[src/rtl/fifo_wr_arbiter_pkg.sv]
// Shared definitions for the FIFO write-port arbiter.
//
// Contents:
//   arb_state_t : FSM state encoding (IDLE = 1'b0, GRANT = 1'b1)
//   STAT_W      : width of each optional per-requester write counter
//   clog2()     : ceiling log2, used to size index and counter fields
package fifo_arb_pkg;

  typedef enum logic {
    IDLE  = 1'b0,
    GRANT = 1'b1
  } arb_state_t;

  localparam int STAT_W = 16;

  function automatic int clog2(input int value);
    int r;
    r = 0;
    while ((1 << r) < value) r++;
    return r;
  endfunction

endpackage

[src/rtl/fifo_wr_arbiter_if.sv]
// Handshake bundle between the producers, the arbiter and the FIFO write port.
//
// Signals:
//   req          producer request bits, one per requester (level)
//   req_data     packed producer words, requester i at [i*DATA_W +: DATA_W]
//   ack          one-hot pulse when requester i's word is written
//   fifo_wr_en   FIFO write enable
//   fifo_wr_data FIFO write data
//   fifo_full    FIFO full flag
//
// Modports:
//   master : the arbiter (drives ack and the FIFO write port)
//   slave  : producers/FIFO side (drives req, req_data, fifo_full)
interface fifo_wr_arbiter_if #(
  parameter int N_REQ  = 4,
  parameter int DATA_W = 8
);

  logic [N_REQ-1:0]        req;
  logic [N_REQ*DATA_W-1:0] req_data;
  logic [N_REQ-1:0]        ack;
  logic                    fifo_wr_en;
  logic [DATA_W-1:0]       fifo_wr_data;
  logic                    fifo_full;

  modport master (
    input  req, req_data, fifo_full,
    output ack, fifo_wr_en, fifo_wr_data
  );

  modport slave (
    output req, req_data, fifo_full,
    input  ack, fifo_wr_en, fifo_wr_data
  );

endinterface

[src/rtl/fifo_wr_arbiter_rr_pick.sv]
// Combinational circular priority search.
//
// Ports:
//   req   in  N      request bits
//   ptr   in  IDX_W  last granted index; search starts at ptr+1 and wraps
//   found out 1      any request set
//   idx   out IDX_W  first set request at or after ptr+1 (circular)
module rr_pick #(
  parameter int N     = 4,
  parameter int IDX_W = 2
) (
  input  logic [N-1:0]     req,
  input  logic [IDX_W-1:0] ptr,
  output logic             found,
  output logic [IDX_W-1:0] idx
);

  // Walk offsets from farthest to nearest so the nearest hit overwrites
  // the others; offset N lands back on ptr itself (lowest priority).
  always_comb begin
    int cand;
    cand  = 0;
    found = 1'b0;
    idx   = ptr;
    for (int off = N; off >= 1; off--) begin
      cand = int'(ptr) + off;
      if (cand >= N) cand = cand - N;
      if (req[cand]) begin
        found = 1'b1;
        idx   = IDX_W'(cand);
      end
    end
  end

endmodule

[src/rtl/fifo_wr_arbiter.sv]
// Round-robin write arbiter sharing one FIFO write port between N_REQ
// producers. A granted owner streams up to MAX_BURST words, one per cycle,
// honouring fifo_full; one idle arbitration cycle separates grants.
//
// Ports:
//   clk      in   single clock, rising edge
//   reset    in   synchronous, active-low
//   bus      if   fifo_wr_arbiter_if.master (req/req_data/ack/FIFO write port)
//   owner    out  current or last granted requester (round-robin pointer)
//   busy     out  high while a grant is active
//   wr_count out  N_REQ x 16-bit write counters (only with FIFO_ARB_STATS_EN)
//
// Build option: define FIFO_ARB_STATS_EN to add the wr_count statistics.
module fifo_wr_arbiter
  import fifo_arb_pkg::*;
#(
  parameter int N_REQ     = 4,
  parameter int DATA_W    = 8,
  parameter int MAX_BURST = 4
) (
  input  logic                      clk,
  input  logic                      reset,
  fifo_wr_arbiter_if.master         bus,
  output logic [clog2(N_REQ)-1:0]   owner,
  output logic                      busy
`ifdef FIFO_ARB_STATS_EN
  ,
  output logic [N_REQ*STAT_W-1:0]   wr_count
`endif
);

  localparam int IDX_W   = clog2(N_REQ);
  localparam int BURST_W = clog2(MAX_BURST + 1);
  localparam logic [BURST_W-1:0] LAST_BEAT = BURST_W'(MAX_BURST - 1);

  arb_state_t         state, next_state;
  logic [BURST_W-1:0] burst_cnt;
  logic               pick_found;
  logic [IDX_W-1:0]   pick_idx;
  logic               owner_req;
  logic               wr_fire;

  rr_pick #(
    .N     (N_REQ),
    .IDX_W (IDX_W)
  ) u_pick (
    .req   (bus.req),
    .ptr   (owner),
    .found (pick_found),
    .idx   (pick_idx)
  );

  assign owner_req = bus.req[owner];
  assign wr_fire   = (state == GRANT) & owner_req & ~bus.fifo_full;

  always_ff @(posedge clk) begin
    if (!reset) state <= IDLE;
    else        state <= next_state;
  end

  // owner doubles as the round-robin pointer, so it only moves on a new grant.
  always_ff @(posedge clk) begin
    if (!reset) begin
      owner     <= IDX_W'(N_REQ - 1);
      burst_cnt <= '0;
    end else if (state == IDLE) begin
      if (pick_found) begin
        owner     <= pick_idx;
        burst_cnt <= '0;
      end
    end else if (wr_fire) begin
      burst_cnt <= burst_cnt + 1'b1;
    end
  end

  // A dropped request and the final burst beat may coincide; both just
  // mean "leave GRANT", so one transition covers them.
  always_comb begin
    next_state = state;
    case (state)
      IDLE:    if (pick_found) next_state = GRANT;
      GRANT:   if (!owner_req || (wr_fire && burst_cnt == LAST_BEAT))
                 next_state = IDLE;
      default: next_state = IDLE;
    endcase
  end

  // fifo_full feeds fifo_wr_en combinationally so a full FIFO blocks the
  // write in the same cycle.
  always_comb begin
    busy             = (state == GRANT);
    bus.fifo_wr_en   = wr_fire;
    bus.fifo_wr_data = '0;
    bus.ack          = '0;
    if (state == GRANT) bus.fifo_wr_data = bus.req_data[owner*DATA_W +: DATA_W];
    if (wr_fire)        bus.ack[owner]   = 1'b1;
  end

`ifdef FIFO_ARB_STATS_EN
  // Free-running per-requester write counters; they wrap at 16 bits.
  always_ff @(posedge clk) begin
    if (!reset) begin
      wr_count <= '0;
    end else begin
      for (int i = 0; i < N_REQ; i++)
        if (bus.ack[i])
          wr_count[i*STAT_W +: STAT_W] <= wr_count[i*STAT_W +: STAT_W] + 1'b1;
    end
  end
`endif

endmodule

[src/flat_wrapper.sv]
// flat-port wrapper written by rule: the top's interface ports become plain ports
module fifo_wr_arbiter_flat import fifo_arb_pkg::*;
#(
  parameter int N_REQ     = 4,
  parameter int DATA_W    = 8,
  parameter int MAX_BURST = 4
)
  (clk, reset, owner, busy, bus_req, bus_req_data, bus_fifo_full, bus_ack, bus_fifo_wr_en, bus_fifo_wr_data);
  fifo_wr_arbiter_if #(.N_REQ(N_REQ), .DATA_W(DATA_W)) bus_i ();
  input  logic clk;
  input  logic reset;
  output logic [clog2(N_REQ)-1:0] owner;
  output logic busy;
  input wire logic [$bits(bus_i.req)-1:0] bus_req;
  input wire logic [$bits(bus_i.req_data)-1:0] bus_req_data;
  input wire logic [$bits(bus_i.fifo_full)-1:0] bus_fifo_full;
  output wire logic [$bits(bus_i.ack)-1:0] bus_ack;
  output wire logic [$bits(bus_i.fifo_wr_en)-1:0] bus_fifo_wr_en;
  output wire logic [$bits(bus_i.fifo_wr_data)-1:0] bus_fifo_wr_data;
  assign bus_i.req = bus_req;
  assign bus_i.req_data = bus_req_data;
  assign bus_i.fifo_full = bus_fifo_full;
  assign bus_ack = bus_i.ack;
  assign bus_fifo_wr_en = bus_i.fifo_wr_en;
  assign bus_fifo_wr_data = bus_i.fifo_wr_data;
  fifo_wr_arbiter #(.N_REQ(N_REQ), .DATA_W(DATA_W), .MAX_BURST(MAX_BURST)) u_core (.clk(clk), .reset(reset), .bus(bus_i), .owner(owner), .busy(busy));
endmodule
[config.mk]
export PLATFORM = sky130hd
export DESIGN_NAME = fifo_wr_arbiter_flat
export DESIGN_NICKNAME = d
export VERILOG_FILES = /design/src/rtl/fifo_wr_arbiter_pkg.sv /design/src/rtl/fifo_wr_arbiter_if.sv /design/src/rtl/fifo_wr_arbiter_rr_pick.sv /design/src/rtl/fifo_wr_arbiter.sv /design/src/flat_wrapper.sv
export SDC_FILE = /design/constraint.sdc
export NUM_CORES = 1
export LEC_CHECK = 0
export CORE_MARGIN = 2
export CORE_UTILIZATION = 38
export CTS_BUF_LIST = sky130_fd_sc_hd__clkbuf_16
export CTS_CLUSTER_SIZE = 20
export DETAILED_ROUTE_END_ITERATION = 10
export MAX_ROUTING_LAYER = met4
export PLACE_DENSITY = 0.87
export SYNTH_ARGS = -nofsm -noshare
export SYNTH_HDL_FRONTEND = slang
export SYNTH_SLANG_ARGS = --single-unit
[constraint.sdc]
create_clock -name clk -period 4.48 [get_ports clk]
set_clock_uncertainty 0.2 [all_clocks]
set_input_delay 0.448 -clock clk [delete_from_list [all_inputs] [get_ports clk]]
set_output_delay 0.448 -clock clk [all_outputs]
set_load 0.1 [all_outputs]
## Word level (Yosys, flattened, before mapping)

Index checks and enable logic that the tools add are counted.

- Register bits: 6
- Input bits: 39
- Output and inout bits: 16
- Logic and storage cells: 73

- $add $sub $neg: 9
- Order comparisons: 10
- Eq/ne operators: 2
- Shift operators: 1
- Multiplexer cells: 36
- Bitwise logic cells: 4
- Reduce and logical (&&, ||, !) cells: 8

Operators by type and width:

| operator | number |
|---|---|
| 32-bit by 4-bit < comparator with 1-bit output, second input constant | 4 |
| 32-bit 2-to-1 mux | 4 |
| 32-bit by 4-bit greater-or-equal comparator with 1-bit output, second input constant | 1 |
| 32-bit by 6-bit variable part select with 8-bit output | 1 |
| 32-bit by 4-bit subtractor with 32-bit output, second input constant | 1 |
| 1-bit 2-to-1 mux | 16 |
| 3-bit by 3-bit subtractor with 4-bit output, second input constant | 3 |
| 1-bit binary-select mux with 2-bit select | 5 |
| 3-bit greater-or-equal comparator, second input constant | 3 |
| 3-bit 2-to-1 mux | 3 |
| 2-bit 2-to-1 mux | 4 |
| 8-bit 2-to-1 mux | 1 |
| 2-bit by 2-bit adder with 3-bit output, second input constant | 2 |
| 2-bit by 3-bit adder with 4-bit output, second input constant | 1 |
| 4-bit 2-to-1 mux | 1 |
| 4-bit nonzero test | 1 |
| 2-bit by 1-bit adder with 3-bit output, second input constant | 1 |
| 3-bit by 1-bit adder with 3-bit output, second input constant | 1 |
| 3-bit by 2-bit == test with 1-bit output, second input constant | 1 |
| 2-bit by 3-bit < comparator with 1-bit output, second input constant | 1 |
| 3-bit AND reduction | 1 |
| 1-bit AND | 2 |
| 1-bit demux with 2-bit select | 1 |
| 2-bit by 1-bit greater-or-equal comparator with 1-bit output, second input constant | 1 |
| 8 further kinds | 10 |

## Depth between registers and ports, before layout

- Depth in word-level cells: 12
- Depth in mapped cells: 8
- Depth with buffers taken out: 6

## Modules after synthesis

A second synthesis with hierarchy kept.

- Cells, all modules: 73
- Area, all modules: 740.7 um^2

By module, submodules not included:

| module | times used | cells each | area an instance (um^2) | seq. area each (um^2) |
|---|---|---|---|---|
| fifo_wr_arbiter | 1 | 59 | 658.1 | 120.1 |
| rr_pick | 1 | 14 | 82.6 | 0.0 |

## Least setup slack after synthesis

OpenSTA, ideal clock, no wires.

- Path type: reg-to-output
- From: register u_core.owner[1]
- To: output port bus_ack[0]
- Arrival time: 2.680 ns
- Data required time: 3.832 ns
- Setup slack: 1.152 ns
- Stages on the path, launching flop included: 6
- Buffers on the path: 2
- Path through: dfxtp_1 -> buf_2 -> mux4_2 -> and3b_1 -> buf_6 -> and2_1

- Longest elaborated chain between the ends: 5
- Elaborated cells between the ends (all ways): 10
- Those cells by class: 2 x order compare; 5 x mux; 2 x bitwise; 1 x reduce/logical

Ends and longest elaborated chain:

| what | line | source |
|---|---|---|
| start, declared | fifo_wr_arbiter.sv:24 | `output logic [clog2(N_REQ)-1:0] owner,` |
| start signal, assigned | fifo_wr_arbiter.sv:64 | `owner <= IDX_W'(N_REQ - 1);` |
| start signal, assigned | fifo_wr_arbiter.sv:68 | `owner <= pick_idx;` |
| 1-bit binary-select mux with 2-bit select | fifo_wr_arbiter.sv:53 | `assign owner_req = bus.req[owner];` |
| 1-bit 2-to-1 mux (implied by the code) | fifo_wr_arbiter.sv:53 |  |
| 1-bit AND (2 in a row) | fifo_wr_arbiter.sv:54 | `assign wr_fire = (state == GRANT) & owner_req & ~bus.fifo_full;` |
| net bus_fifo_wr_en | flat_wrapper.sv:18 | `output wire logic [$bits(bus_i.fifo_wr_en)-1:0] bus_fifo_wr_en;` |
| 4-bit 2-to-1 mux | fifo_wr_arbiter.sv:96 | `if (wr_fire) bus.ack[owner] = 1'b1;` |
| end, declared | flat_wrapper.sv:17 | `output wire logic [$bits(bus_i.ack)-1:0] bus_ack;` |

The timed path passes the listed nets, and every way through them passes these cells. The select of a mux whose other input is x is not followed.

## Worst setup path after layout

- From: register u_core.owner[0]
- To: output port bus_fifo_wr_data[1]

- Longest elaborated chain between the ends: 2

Ends and longest elaborated chain:

| what | line | source |
|---|---|---|
| 32-bit by 6-bit variable part select with 8-bit output | fifo_wr_arbiter.sv:95 | `if (state == GRANT) bus.fifo_wr_data = bus.req_data[owner*DATA_W +: DATA_W];` |
| 8-bit 2-to-1 mux | fifo_wr_arbiter.sv:95 |  |
| end, declared | flat_wrapper.sv:19 | `output wire logic [$bits(bus_i.fifo_wr_data)-1:0] bus_fifo_wr_data;` |

No other way between the ends.

==> impl_metrics.json <==
{
  "fin_hold_ws_ns": 0.267,
  "htree_num_levels": 1,
  "worstSetupPathType": "reg2out",
  "holdBufCountCts": 0,
  "ff2ff_setup_slack_ns": 1.80,
  "cp.arrival_ns": 2.76,
  "rsz0062_at_grt": "no",
  "timing.fmax_ghz": 0.293,
  "r2r-end": "u_core.owner[0]$_SDFFE_PN1P_",
  "ys_types": 33,
  "insertion_delay_ns": 0.23,
  "cts_setup_buffers": 0,
  "vias": 873,
  "netlist_top_cells_area": "mux4_2 (25%), dfxtp_1 (15%), and2_1 (9.2%)",
  "ys_ff_latch": 6,
  "netlist_instances": 84,
  "clk_pin_slew_ns": 0.03,
  "ys_async_sr_fraction_pct": 0,
  "synth_top_cell_by_area": "mux4_2",
  "place_worst_setup_slack_ns": 1.31,
  "core_um2": 1980,
  "nets": 182,
  "path_delay_family": "buffers and inverters",
  "dp_hpwl_um": 2040,
  "routed_via_density": 5.39,
  "cts_root_buf": "clkbuf_16",
  "crit_slowest_cell": "clkdlybuf4s50_1",
  "antenna_found_initial": 0,
  "p_per_area_nw_per_um2": 538,
  "yosysTopAreaCellShare_pct": 24.9,
  "cts_tree": "built",
  "drc": 0,
  "firstDrtPassIters": 4,
  "overflow": 0,
  "grt_pass1_vias": 943,
  "slew_headroom_pct": 34.2,
  "critPathLaunchType": "flip-flop",
  "drive_above_1_share_pct": 16.3,
  "postRouteWirelength_um": 2580,
  "worst_slew_pin_slew_ns": 0.984,
  "dieHeight_um": 50.3,
  "syn_avg_cell_area_um2": 9.68,
  "p_leak_nw": 0.586,
  "maxCapViolCount": 0,
  "cts_buffers": 3,
  "r2r-start": "u_core.owner[1]$_SDFFE_PN1P_",
  "initial_core_util_pct": 41.0,
  "slew_violations": 0,
  "top_level_ports": 55,
  "whs_path_depth": 1,
  "fill_cells": 150,
  "synth-edff-count": 0,
  "outcome": "finished, final reports clean",
  "cp-end-kind": "primary output",
  "drt-initial-drc-count": 13,
  "clk_path_buf_depth": 2,
  "grt_max_degree": 19,
  "ir_drop_mv": 0.436,
  "ys_top_cells_by_count": "and2_1 (12), mux4_2 (9), dfxtp_1 (6), ha_1 (6), nand2_1 (6)",
  "hold_violations": 0,
  "synth-warning-count": 0,
  "grt_pass1_wl_um": 4240,
  "crit_chain": "buf_4, mux4_2, and2_1, clkdlybuf4s50_1",
  "min_to": "u_core.burst_cnt[1]$_SDFFE_PN0P_",
  "routedWlPerCell_um": 15.9,
  "fin_tns_setup_ns": 0,
  "syn-num-nets": 129,
  "grt_use_total_pct": 23.0,
  "hold_path_startpoint": "u_core.burst_cnt[1]$_SDFFE_PN0P_",
  "finalSetupViolCount": 0,
  "cts_sinks": 6,
  "fin_crit_ns": 3.41,
  "yosysMostFrequentCell": "and2_1",
  "area_delta_synth_final_pct": 73.8,
  "holdCritPathClass": "reg2reg",
  "cts_resized": 0,
  "cp_num_buf_inv": 2,
  "die_x_um": 50.3,
  "reg2reg_depth": 5,
  "io_buffers": 54,
  "ant_nets": 0,
  "antenna_cells": 0,
  "slowest_delay_ns": 0.96,
  "die_area_um2": 2530,
  "worstPathRequired_ns": 3.83,
  "rows": 16,
  "synth_ff_type": "dfxtp_1",
  "synthesis.area_um2": 813,
  "min_period_over_period_pct": 76.1,
  "ys_seq_area_share_pct": 14.8,
  "critPathMaxFanout": 14,
  "timing.final.ws_setup_ns": 1.07,
  "gp_congestion": 0.802
}
[metrics by stage]
| stage | std cells | power, mW | instance area, um2 | util, % |
|---|---|---|---|---|
| 5_1_grt | 162 | 0.797 | 1410 | 71.3 |
| 3_3_place_gp | 159 | 0.603 | 1340 | 67.6 |
| 2_1_floorplan | 84 | 0.500 | 813 | - |
| 3_5_place_dp | 159 | 0.618 | 1340 | 67.6 |
| 4_1_cts | 162 | 0.766 | 1410 | 71.3 |
| 6_report | 162 | 0.760 | 1410 | 71.3 |
[worst register-to-register path: cells and delay by family (launching register included)]
family / cells / cell delay, ns
AOI/OAI and AO/OA: 2 / 0.61
DFF: 1 / 0.76
adders and majority gates: 1 / 0.40
buffers and inverters: 1 / 0.22
muxes: 1 / 0.37
[routing by layer]
metal	up-vias	track usage (%)	routed length, um
li1	415	-	-
met1	407	25.3	1090
met2	47	39.9	1270
met3	4	3.87	171
met4	0	11.1	51
met5	-	-	0
[layout by cell type (no fill, tap or decap), drive strengths merged]
cell type      instances
inv                    4
or2b                   1
ha                     6
and2                  12
a32o                   1
a221oi                 1
o2111a                 1
a21oi                  2
o221ai                 3
and3b                  2
nor4                   1
nand2                  6
dfxtp                  6
o21ai                  2
nor3                   1
mux2                   2
clkbuf                 3
nor2b                  1
or2                    2
mux4                   9
buf                    6
nor2                   4
mux2i                  3
nand3b                 2
o2bb2ai                1
nand2b                 1
a21o                   1
a2111oi                1
clkdlybuf4s50         49
nor3b                  1
[state kept, by name, summed over array words and instances (netlist names)]
| register | count |
|---|---|
| u_core.owner | 2 |
| u_core.busy | 1 |
| u_core.burst_cnt | 3 |
[final cells by class]
cell class                 count  area (um2)  area share [%]
timing repair buffer          55         536            37.9
tap                           27        33.8            2.39
clock buffer                   3        75.1            5.31
sequential                     6         120            8.50
inverter                       4        15.0            1.06
multi-input combinational     67         634            44.9
[cell families after synthesis]
group	after synthesis	share of synthesized area (%)
flip-flops	6	14.8
adder cells (fa/ha/maj)	6	9.23
AND/OR/NAND/NOR	34	24.2
multiplexers	14	31.4
buffers and inverters	11	7.23
AO/OA/AOI/OAI	13	13.2
[power breakdown]
group,switching (mW),internal (mW),leakage (nW)
Clock,0.0298,0.115,0.0370
Sequential,0.0366,0.0634,0.0493
Combinational,0.326,0.189,0.500
[worst max path at each step]
stage	slack [ns]	cells past startpoint	to	start
global route	0.97	4	bus_fifo_wr_data[1]	u_core.owner[0]$_SDFFE_PN1P_
floorplan	1.15	5	bus_ack[0]	u_core.owner[1]$_SDFFE_PN1P_
finish	1.07	4	bus_fifo_wr_data[1]	u_core.owner[0]$_SDFFE_PN1P_
detailed placement	1.31	4	bus_fifo_wr_data[1]	u_core.owner[0]$_SDFFE_PN1P_
global placement	1.40	4	bus_fifo_wr_data[5]	u_core.owner[0]$_SDFFE_PN1P_
CTS	1.06	4	bus_fifo_wr_data[1]	u_core.owner[0]$_SDFFE_PN1P_
Note: power is estimated with default switching activity, not from simulation.
